## src/rtl/rstatus_writeback_unit_pkg.sv

```systemverilog
// rstatus_writeback_unit_pkg: shared cause/kind encodings, rstatus codes and decode helper
package rstatus_writeback_unit_pkg;
   typedef enum logic [1:0] {CAUSE_NONE = 2'd0, CAUSE_ADD = 2'd1, CAUSE_ADDI = 2'd2, CAUSE_SUB = 2'd3} cause_e;
   typedef enum logic {KIND_EXC = 1'b0, KIND_SETX = 1'b1} kind_e;
   localparam logic [31:0] CODE_ADD = 32'd1;
   localparam logic [31:0] CODE_ADDI = 32'd2;
   localparam logic [31:0] CODE_SUB = 32'd3;
   localparam int RSTATUS_REG_IDX = 30;
   function automatic cause_e decode_cause(input logic [31:0] code);
      return code == CODE_ADD ? CAUSE_ADD : code == CODE_ADDI ? CAUSE_ADDI : code == CODE_SUB ? CAUSE_SUB : CAUSE_NONE;
   endfunction
endpackage

```

## src/rtl/rstatus_writeback_unit_stage_reg.sv

```systemverilog
// rstatus_stage_reg: valid/kind/val pipeline entry with stall hold and bubble load
module rstatus_stage_reg
   import rstatus_writeback_unit_pkg::*;
(
   input  logic        clock,
   input  logic        reset,
   input  logic        stall,
   input  logic        ld_v,
   input  logic        ld_kind,
   input  logic [31:0] ld_val,
   output logic        v_q,
   output logic        kind_q,
   output logic [31:0] val_q
);
   logic        v_d;
   logic        kind_d;
   logic [31:0] val_d;
   // hold the entry while stalled, otherwise take the upstream entry (ld_v=0 loads a bubble)
   always_comb begin
      v_d = stall ? v_q : ld_v;
      kind_d = stall ? kind_q : ld_kind;
      val_d = stall ? val_q : ld_val;
   end
   // entry register; reset drops whatever is in flight
   always_ff @(posedge clock) begin
      if (!reset) begin
         v_q <= 1'b0;
         kind_q <= KIND_EXC;
         val_q <= '0;
      end else begin
         v_q <= v_d;
         kind_q <= kind_d;
         val_q <= val_d;
      end
   end
endmodule

```

## src/rtl/rstatus_writeback_unit.sv

```systemverilog
// rstatus_writeback_unit: carries rstatus/setx values X->M->W, redirects writeback to $r30, tracks cause and count
module rstatus_writeback_unit
   import rstatus_writeback_unit_pkg::*;
#(
   parameter int RSTATUS_REG = RSTATUS_REG_IDX,
   parameter int CNT_W = 8
) (
   input  logic             clock,
   input  logic             reset,
   input  logic             stall,
   input  logic             flush,
   input  logic             x_exc,
   input  logic [31:0]      x_exc_code,
   input  logic             x_setx,
   input  logic [26:0]      x_target,
   input  logic [4:0]       w_rd_in,
   input  logic [31:0]      w_data_in,
   input  logic             w_we_in,
   output logic [4:0]       wb_rd,
   output logic [31:0]      wb_data,
   output logic             wb_we,
   output logic [31:0]      rstatus_q,
   output logic [31:0]      rstatus_fwd,
   output logic             exc_pending,
   output logic [1:0]       cause_q,
   output logic [CNT_W-1:0] exc_count
);
   logic             x_v, x_kind, m_v, m_kind, w_v, w_kind, retire;
   logic [31:0]      x_val, m_val, w_val, rstatus_d;
   logic [1:0]       cause_d;
   logic [CNT_W-1:0] cnt_q, cnt_d;
   // X-side entry: exception wins over setx, flush turns it into a bubble
   always_comb begin
      x_v = !flush && (x_exc || x_setx);
      x_kind = x_exc ? KIND_EXC : KIND_SETX;
      x_val = x_exc ? x_exc_code : {5'b0, x_target};
   end
   rstatus_stage_reg u_m (
      .clock(clock), .reset(reset), .stall(stall),
      .ld_v(x_v), .ld_kind(x_kind), .ld_val(x_val),
      .v_q(m_v), .kind_q(m_kind), .val_q(m_val)
   );
   rstatus_stage_reg u_w (
      .clock(clock), .reset(reset), .stall(stall),
      .ld_v(m_v), .ld_kind(m_kind), .ld_val(m_val),
      .v_q(w_v), .kind_q(w_kind), .val_q(w_val)
   );
   // retirement is the M->W move of a valid entry; only then do status, cause and count change
   always_comb begin
      retire = !stall && m_v;
      rstatus_d = retire ? m_val : rstatus_q;
      cause_d = (retire && m_kind == KIND_EXC) ? decode_cause(m_val) : cause_q;
      cnt_d = (retire && m_kind == KIND_EXC && cnt_q != {CNT_W{1'b1}}) ? cnt_q + CNT_W'(1) : cnt_q;
   end
   // architectural status state
   always_ff @(posedge clock) begin
      if (!reset) begin
         rstatus_q <= '0;
         cause_q <= CAUSE_NONE;
         cnt_q <= '0;
      end else begin
         rstatus_q <= rstatus_d;
         cause_q <= cause_d;
         cnt_q <= cnt_d;
      end
   end
   // writeback steering and youngest-value forwarding for bex
   always_comb begin
      wb_rd = w_v ? 5'(RSTATUS_REG) : w_rd_in;
      wb_data = w_v ? w_val : w_data_in;
      wb_we = w_v || w_we_in;
      rstatus_fwd = m_v ? m_val : w_v ? w_val : rstatus_q;
      exc_pending = m_v || w_v;
   end
   assign exc_count = cnt_q;
endmodule
```

## config.mk

```make
export PLATFORM = sky130hd
export DESIGN_NAME = rstatus_writeback_unit
export DESIGN_NICKNAME = d
export VERILOG_FILES = /design/src/rtl/rstatus_writeback_unit_pkg.sv /design/src/rtl/rstatus_writeback_unit_stage_reg.sv /design/src/rtl/rstatus_writeback_unit.sv
export SDC_FILE = /design/constraint.sdc
export NUM_CORES = 1
export LEC_CHECK = 0
export ABC_AREA = 1
export BUFFER_PORTS_ARGS = -buffer_cell sky130_fd_sc_hd__buf_2
export CAP_MARGIN = 10
export CORE_MARGIN = 10
export CORE_UTILIZATION = 45
export CTS_CLUSTER_SIZE = 8
export DETAILED_ROUTE_END_ITERATION = 10
export PLACE_DENSITY_LB_ADDON = 0.08
export SLEW_MARGIN = 10
export SYNTH_ARGS = -nofsm -noshare
export SYNTH_HDL_FRONTEND = slang
export SYNTH_HIERARCHICAL = 1
export SYNTH_SLANG_ARGS = --single-unit
```

## constraint.sdc

```tcl
create_clock -name clock -period 2.2 [get_ports clock]
set_input_delay 0.33 -clock clock [delete_from_list [all_inputs] [get_ports clock]]
set_output_delay 0.33 -clock clock [all_outputs]
set_load 0.02 [all_outputs]
```

==> flow_summary.toml <==
[drt]
firstDrtPassIters = 5
drt_iter0_markers = 454
vias_per_cell = 4.57
drc = 0
drt_wl_total_mm = 18.1
wire_per_inst_um = 13.4
dr_total_vias = 6208
final_antenna_net_count = 0

[critical_path]
cp_cell_sequence = "buf_4 -> nand2_1 -> o211ai_1 -> buf_2"
critPathLaunchType = "flop"
r2r_start = "u_m/v_q"
endpoint_kind = "output pin"
slowest_delay_ns = 0.47
critPathArrivalTime_ns = 1.66
r2r-end = "exc_count[3]"
r2r_cells = 9
regToRegSetupSlack_ns = 0.63
cp.required_ns = 1.87
critPathMaxFanout = 39
criticalPathCategory = "reg -> out"
critPathSlowestCell = "dfxtp_2"

[clocking]
clock_sinks = 109
clk_pin_slew_ns = 0.07
post_cts_buffers = 0
clk_latency_ns = 0.35
cts_tree = "done"
htreeDepth = 3
cts_resized = 0
cts_hold_buf = 0
cts-root-buf = "clkbuf_16"
numCtsBuffers = 9
clockBufferDepth = 2

[final_layout]
area_growth_pct = 25.4
antenna_cells = 0
final_nets = 1284
layout-drive-gt1-share_pct = 21.9
multi_input_area_sq_um = 3040
fillers = 1338
regArea_sq_um = 2180

[floorplan]
core_area_sq_um = 12700
rows = 41
boundaryPins = 216
die_w_um = 134
design.die.area_sq_um = 18000
start_util_pct = 46.2
die_h_um = 134

[min_path]
whs_endpoint = "u_m/v_q"
hold_depth = 4
worstHoldStart = "flush"
worstHoldPathType = "in -> reg"

[grt]
overflow = 0
grt_pass1_wl_mm = 29.4
grt_pass1_vias = 5841
grt_max_degree = 135
grtUsageTotal_pct = 19.7
antenna_found_initial = 0

[power]
powerDensity_nw_per_um2 = 668
vdd_drop_max_uv = 404
p_total_w = 0.00490
leakagePower_nw = 3.89

[timing]
rsz0062_at_grt = "no"
max_clock_freq_ghz = 0.502
relSlewSlack_pct = 56.8
min_period_ns = 1.99
tightest_slew_ns = 0.644
setup_viol = 0
finClkSkew_ns = 0.00341
worst_slack_ns = 0.209
final-hold-violation-count = 0
slew_viol_final = 0
fin_crit_sh_pct = 90.5
fin_tns_setup_ns = 0

[place]
portBuffers = 215
dp_slack_ns = 0.580
gp_congestion = 0.850
hpwl_mm = 13.1

[logic_synthesis]
synth-warning-count = 6
synthCells = 997
syn_area_per_cell_sq_um = 5.87
syn-num-nets = 1101
syn-cell-area_sq_um = 5850

[status]
outcome = "finished, final reports clean"

[flow_run]
max_cap_violations = 0
## metal layers
| metal | track usage [%] | share of wire, % | vias up |
|---|---|---|---|
| li1 | - | - | 3349 |
| met1 | 25.7 | 47 | 2669 |
| met5 | 0 | 0 | - |
| met2 | 31.0 | 45 | 171 |
| met3 | 4.89 | 6.7 | 19 |
| met4 | 6.95 | 1.6 | 0 |
## layout make-up
type | count | area share, %
Timing Repair Buffer | 228 | 16.7
Clock buffer | 12 | 3.50
Clock inverter | 4 | 0.955
Multi-Input combinational cell | 739 | 41.4
Sequential cell | 109 | 29.8
Tap cell | 172 | 2.93
Inverter | 93 | 4.76
## cell usage in the layout (no fill, tap or decap), drive strengths merged
master	n
a211oi	1
dfxtp	109
clkinv	3
inv	92
nand2	475
o21ai	4
nand4	2
nor2	170
nand3	7
a21oi	39
o211ai	32
ha	1
clkbuf	12
xor2	1
or2	5
o21a	1
bufinv	2
nor3	1
buf	228
## how the worst max path moves through the flow
stage | startpoint | endpoint | slack, ns | depth (start not counted)
floorplan | u_w/v_q | rstatus_fwd[10] | 0.46 | 4
global placement | u_m/v_q | rstatus_fwd[16] | 0.63 | 4
detailed placement | u_m/v_q | rstatus_fwd[19] | 0.58 | 4
CTS | u_m/v_q | rstatus_fwd[19] | 0.20 | 4
global route | u_m/v_q | rstatus_fwd[2] | 0.09 | 4
finish | u_m/v_q | rstatus_fwd[19] | 0.21 | 4
## sequential cells by signal (all words and copies together) (netlist names)
name	flops
cause_q	2
u_w/v_q	1
u_m/v_q	1
u_m/val_q	32
u_m/kind_q	1
u_w/val_q	32
rstatus_q	32
exc_count	8
## critical path, delay by kind of cell, from the launching register on
family | cells | cell delay, ns
buf+inv | 2 | 0.60
flops | 1 | 0.47
compound gates | 1 | 0.11
simple gates | 1 | 0.11
## stage by stage
step | cell area [sq um] | std cells | hold WS (ns) | util, %
2_1_floorplan | 5850 | 997 | 0.451 | -
5_1_grt | 7340 | 1357 | 0.254 | 57.9
3_5_place_dp | 7010 | 1341 | 0.465 | 55.3
6_report | 7340 | 1357 | 0.244 | 57.9
4_1_cts | 7340 | 1357 | 0.231 | 57.9
3_3_place_gp | 7010 | 1341 | 0.463 | 55.3
## power breakdown
| part | total (W) | switching [W] | internal (W) |
|---|---|---|---|
| Combinational | 0.000945 | 0.000603 | 0.000343 |
| Sequential | 0.00219 | 0.000110 | 0.00207 |
| Clock | 0.00177 | 0.000713 | 0.00106 |
| Total | 0.00490 | 0.00143 | 0.00347 |
(Power assumes the default switching activity.)
